## src/rtl/riscv_imm_pkg.sv

```systemverilog
// Shared immediate-type codes and skid occupancy encoding for the decode-stage immediate pipe.
package riscv_imm_pkg;

  localparam int unsigned INSTR_W  = 25;
  localparam int unsigned IMMSRC_W = 3;

  localparam logic [IMMSRC_W-1:0] IMM_I   = 3'b000;
  localparam logic [IMMSRC_W-1:0] IMM_S   = 3'b001;
  localparam logic [IMMSRC_W-1:0] IMM_B   = 3'b010;
  localparam logic [IMMSRC_W-1:0] IMM_J   = 3'b011;
  localparam logic [IMMSRC_W-1:0] IMM_U   = 3'b100;
  localparam logic [IMMSRC_W-1:0] IMM_CSR = 3'b101;

  typedef enum logic [1:0] {
    OCC_EMPTY = 2'd0,
    OCC_ONE   = 2'd1,
    OCC_TWO   = 2'd2
  } occ_e;

endpackage

```

## src/rtl/imm_decode.sv

```systemverilog
// Combinational RISC-V immediate extender over instruction bits [31:7].
// CSR uimm (immsrc 101) is decoded only when EXTEND_PIPE_CSR_UIMM_EN is defined.
module imm_decode
  import riscv_imm_pkg::*;
#(
  parameter int unsigned XLEN = 32
) (
  input  logic [INSTR_W-1:0]  instr_i,
  input  logic [IMMSRC_W-1:0] immsrc_i,
  output logic [XLEN-1:0]     imm_o,
  output logic                illegal_o
);

  // instr_i[k] holds instruction bit k+7
  logic [31:0] imm32;

  always_comb begin
    imm32     = '0;
    illegal_o = 1'b0;
    case (immsrc_i)
      IMM_I:   imm32 = {{20{instr_i[24]}}, instr_i[24:13]};
      IMM_S:   imm32 = {{20{instr_i[24]}}, instr_i[24:18], instr_i[4:0]};
      IMM_B:   imm32 = {{19{instr_i[24]}}, instr_i[24], instr_i[0], instr_i[23:18],
                        instr_i[4:1], 1'b0};
      IMM_J:   imm32 = {{11{instr_i[24]}}, instr_i[24], instr_i[12:5], instr_i[13],
                        instr_i[23:14], 1'b0};
      IMM_U:   imm32 = {instr_i[24:5], 12'b0};
`ifdef EXTEND_PIPE_CSR_UIMM_EN
      IMM_CSR: imm32 = {27'b0, instr_i[12:8]};
`endif
      default: begin
        imm32     = '0;
        illegal_o = 1'b1;
      end
    endcase
  end

  // Every format is sign-extended from bit 31; CSR uimm has bit 31 clear so it zero-extends
  always_comb begin
    imm_o       = {XLEN{imm32[31]}};
    imm_o[31:0] = imm32;
  end

endmodule

```

## src/rtl/extend_pipe.sv

```systemverilog
// Registered immediate generator with valid/ready handshake and a 2-entry skid buffer.
// Optional CSR uimm decode enabled by defining EXTEND_PIPE_CSR_UIMM_EN.
module extend_pipe
  import riscv_imm_pkg::*;
#(
  parameter int unsigned XLEN  = 32,
  parameter int unsigned TAG_W = 32
) (
  input  logic                clk,
  input  logic                reset,
  input  logic                flush,
  input  logic                in_valid,
  output logic                in_ready,
  input  logic [INSTR_W-1:0]  in_instr,
  input  logic [IMMSRC_W-1:0] in_immsrc,
  input  logic [TAG_W-1:0]    in_tag,
  output logic                out_valid,
  input  logic                out_ready,
  output logic [XLEN-1:0]     out_imm,
  output logic [TAG_W-1:0]    out_tag,
  output logic                out_illegal
);

  occ_e             state_q, state_d;
  logic [XLEN-1:0]  main_imm_q, main_imm_d;
  logic [TAG_W-1:0] main_tag_q, main_tag_d;
  logic             main_ill_q, main_ill_d;
  logic [XLEN-1:0]  skid_imm_q, skid_imm_d;
  logic [TAG_W-1:0] skid_tag_q, skid_tag_d;
  logic             skid_ill_q, skid_ill_d;

  logic [XLEN-1:0]  dec_imm;
  logic             dec_ill;
  logic             accept;
  logic             drain;

  imm_decode #(
    .XLEN(XLEN)
  ) u_imm_decode (
    .instr_i  (in_instr),
    .immsrc_i (in_immsrc),
    .imm_o    (dec_imm),
    .illegal_o(dec_ill)
  );

  // Ready depends only on registered occupancy and reset, never on out_ready
  assign in_ready    = (state_q != OCC_TWO) && !reset;
  assign out_valid   = (state_q != OCC_EMPTY);
  assign out_imm     = main_imm_q;
  assign out_tag     = main_tag_q;
  assign out_illegal = main_ill_q;

  assign accept = in_valid && in_ready && !flush;
  assign drain  = out_valid && out_ready;

  always_comb begin
    state_d    = state_q;
    main_imm_d = main_imm_q;
    main_tag_d = main_tag_q;
    main_ill_d = main_ill_q;
    skid_imm_d = skid_imm_q;
    skid_tag_d = skid_tag_q;
    skid_ill_d = skid_ill_q;
    if (flush) begin
      state_d = OCC_EMPTY;
    end else begin
      case (state_q)
        OCC_EMPTY: begin
          if (accept) begin
            state_d    = OCC_ONE;
            main_imm_d = dec_imm;
            main_tag_d = in_tag;
            main_ill_d = dec_ill;
          end
        end
        OCC_ONE: begin
          if (accept && drain) begin
            main_imm_d = dec_imm;
            main_tag_d = in_tag;
            main_ill_d = dec_ill;
          end else if (accept) begin
            state_d    = OCC_TWO;
            skid_imm_d = dec_imm;
            skid_tag_d = in_tag;
            skid_ill_d = dec_ill;
          end else if (drain) begin
            state_d = OCC_EMPTY;
          end
        end
        OCC_TWO: begin
          // Oldest entry leaves; skid becomes the head
          if (drain) begin
            state_d    = OCC_ONE;
            main_imm_d = skid_imm_q;
            main_tag_d = skid_tag_q;
            main_ill_d = skid_ill_q;
          end
        end
        default: state_d = OCC_EMPTY;
      endcase
    end
  end

  always_ff @(posedge clk) begin
    if (reset) begin
      state_q <= OCC_EMPTY;
    end else begin
      state_q <= state_d;
    end
  end

  always_ff @(posedge clk) begin
    if (reset) begin
      main_imm_q <= '0;
      main_tag_q <= '0;
      main_ill_q <= 1'b0;
      skid_imm_q <= '0;
      skid_tag_q <= '0;
      skid_ill_q <= 1'b0;
    end else begin
      main_imm_q <= main_imm_d;
      main_tag_q <= main_tag_d;
      main_ill_q <= main_ill_d;
      skid_imm_q <= skid_imm_d;
      skid_tag_q <= skid_tag_d;
      skid_ill_q <= skid_ill_d;
    end
  end

endmodule

```

## config.mk

```make
export PLATFORM = sky130hd
export DESIGN_NAME = extend_pipe
export DESIGN_NICKNAME = d
export VERILOG_FILES = /design/src/rtl/riscv_imm_pkg.sv /design/src/rtl/imm_decode.sv /design/src/rtl/extend_pipe.sv
export SDC_FILE = /design/constraint.sdc
export NUM_CORES = 1
export LEC_CHECK = 0
export CORE_MARGIN = 10
export CORE_UTILIZATION = 40
export CTS_CLUSTER_SIZE = 8
export DETAILED_ROUTE_END_ITERATION = 8
export PLACE_DENSITY = 0.66
export RECOVER_POWER = 25
export SKIP_CTS_REPAIR_TIMING = 1
export SYNTH_ARGS = -nofsm -noshare
export SYNTH_HDL_FRONTEND = slang
export SYNTH_SLANG_ARGS = --single-unit
```

## constraint.sdc

```tcl
create_clock -name clk -period 1.9 [get_ports clk]
set_input_delay 0.38 -clock clk [delete_from_list [all_inputs] [get_ports clk]]
set_output_delay 0.38 -clock clk [all_outputs]
set_load 0.01 [all_outputs]
```

==> reports/results.txt <==
Core Util, Final: 56.2%
CP endpoint: out_imm[15]
Outcome: finished, final reports clean
Clock transition at path regs: 0.05 ns
Core box area: 14600 um2
Area Growth Syn to Fin: 37.1%
Clock power frac: 47.4%
Max Cap Viol: 0
Power Dens Cells: 856 nW/um2
Top cell type's share of synthesized area: 44.2%
Post-Syn Nets: 777
Via-per-instance ratio: 5.35
Synth async-reset ratio: 0%
Io pins: 132
FP Rows: 44
Yosys reg bits: 132
Critical path, cell by cell: clkdlybuf4s50_1 > buf_4 > nor2b_1 > a31o_2 > nor4_1 > o41ai_1
WL/cell: 16.7 um
Reg area: 2640 um2
Flop pwr share: 41.1%
CTS H-tree depth: 4
Share of post-route cells with drive strength above 1: 14.7%
Ant diodes: 0
CP startpoint: in_immsrc[0]
WP data required: 2.20 ns
Post-Syn Area: 5980 um2
Number of synthesized flops with an enable pin: 0
Min-delay worst type: in -> reg
R2r startpoint: state_q[1]
DIE HEIGHT: 142 um
YS warnings: 0
Average size of a mapped cell: 8.40 um2
R2R Path End: out_tag[17]
Total CTS buffers: 17
Remaining DRCs: 0
Multi-input logic area: 3010 um2
WHS Path Cells: 2
PortBufs: 131
Fillers: 1276
R2R depth: 5
Initial Utilization: 41.0%
CTS tree: done
Least-Margin Pin Slew: 0.652 ns
Die area: 20200 um2
TNS Setup: 0 ns
Critical path's largest stage delay: 0.47 ns
Unique masters post-synth: 41
VDD IR max: 0.000634 V
Synth top cells by count: 167 x nand2_1, 132 x dfxtp_1, 73 x nor2_1
Final Hold Viols: 0
Slew Viols, Final: 0
Final Wtd Congestion: 0.877
Fin Clk Skew: 0.00576 ns
Vias in the first global route: 5403
Clk buf depth: 2
Post-DRT Antenna Nets: 0
Startpoint types: input port
Synthesized instance count: 712
Largest net degree at the start of global routing: 104
Grt ovf: 0
First-pass GRT wire length: 27900 um
Minimum clock period: 1.82 ns
CP max FO: 8
Root Driver: clkbuf_16
RSZ-0062 raised after global routing: no
GRT Util Overall: 16.9%
Register area share after synthesis: 44.2%
CTS sink cnt: 132
Cell taking the most area after synthesis: dfxtp_1
Slew HR: 56.5%
Via count: 5510
Slowest-stage cell, CP: nor2b_1
Setup crit end kind: flip-flop
Top area cells in the synthesized netlist: dfxtp_1 44%, nand2_1 10%, a311oi_2 8.3%
Detailed placer's ending HPWL: 12000 um
Layout Nets: 898
CP Class: in -> reg
Static Leakage: 2.87 nW
Cell Int Power: 0.00540 W
Max Freq: 550 MHz
Ys flop type: dfxtp_1
Pre-antenna DRT Iters: 5
CP arrival: 2.12 ns
Flop2flop setup slack: 0.26 ns
Worst-Skew Late Latency: 0.42 ns
Period utilization: 95.8%
Worst hold slack: 0.228 ns
1st-iter DRT viols: 373
Die W: 142 um
Initial antenna violation count: 0
Most frequent cell after synthesis: nand2_1
# setup viols final: 0
Routed Wire Length: 17200 um
Sw Share: 23.0%
Combinational share of power: 11.5%
P_sw: 0.00161 W
==> per-stage QoR <==
| stage | cell area, um2 | total power [W] | setup WS [ns] | instances |
|---|---|---|---|---|
| global route | 8200 | 0.00725 | 0.00205 | 1029 |
| finish | 8200 | 0.00702 | 0.0804 | 1029 |
| global placement | 7630 | 0.00374 | -0.208 | 998 |
| CTS | 8230 | 0.00709 | -0.211 | 1029 |
| floorplan | 5980 | 0.00334 | 0.354 | 712 |
| detailed placement | 7630 | 0.00376 | -0.301 | 998 |
==> critical path: cells and delay by family <==
family | cells | cell delay [ns]
AOI/OAI and AO/OA | 2 | 0.61
buffers and inverters | 2 | 0.61
and+or+nand+nor | 2 | 0.52
==> cells by family (layout without fill, tap and decap cells) <==
group	Yosys count	after routing	synth area share, %
AO/OA/AOI/OAI	164	164	22.3
XOR/XNOR	1	1	0.460
buffers and inverters	69	202	6.03
multiplexers	7	7	1.17
AND/OR/NAND/NOR	339	339	25.8
flip-flops	132	132	44.2
==> worst min path at each step <==
stage,startpoint,end,slack [ns]
floorplan,skid_imm_q[20],skid_imm_q[20],0.43
global placement,skid_imm_q[1],skid_imm_q[1],0.44
detailed placement,skid_imm_q[3],skid_imm_q[3],0.45
CTS,reset,state_q[1],0.20
global route,reset,state_q[1],0.22
finish,reset,state_q[1],0.23
==> power by group through the flow <==
stage / sequential [W] / clock, W / combinational, W
2_1_floorplan: 0.00297 / 0 / 0.000370
3_3_place_gp: 0.00294 / 0 / 0.000800
3_5_place_dp: 0.00294 / 0 / 0.000812
4_1_cts: 0.00289 / 0.00339 / 0.000817
5_1_grt: 0.00289 / 0.00349 / 0.000872
6_report: 0.00288 / 0.00333 / 0.000807
==> final cells by class <==
type | count | area share (%)
inverters | 1 | 0.0458
clock inverters | 10 | 1.59
clock buffers | 21 | 5.74
flip-flops and latches | 132 | 32.2
repair buffers | 170 | 20.8
well taps | 184 | 2.81
multi-input cells | 511 | 36.7
==> sequential cells by signal, summed over array words and instances (netlist names) <==
signal,count
skid_ill_q,1
state_q,2
out_imm,32
out_illegal,1
out_tag,32
skid_imm_q,32
skid_tag_q,32
==> layout by cell type (no fill, tap or decap), drive strengths merged, types with 2 or more instances in the layout <==
cell,Yosys,final
a211oi,20,20
nand3b,15,15
nor2,74,74
nor2b,4,4
nor3b,8,8
or3,4,4
o221ai,10,10
clkdlybuf4s50,0,126
nor4,10,10
nand3,2,2
nand2b,3,3
clkbuf,31,23
and2,12,12
dlymetal6s2s,0,2
and2b,3,3
or2,2,2
o21ai,8,8
a31o,9,9
clkinv,0,5
and3,9,9
o311a,4,4
mux2i,7,7
nand2,167,167
bufinv,0,3
nor3,24,24
dfxtp,132,132
o41ai,8,8
clkinvlp,0,2
a311oi,33,33
a21oi,68,68
dlygate4sd3,0,2
buf,37,38
==> metal layers <==
layer	global-route usage, %	wire [um]
met5	0	0
met4	7.42	393
met3	5.14	1010
met2	27.4	8250
met1	20.2	7590
Power figures use the tool's default switching activity.
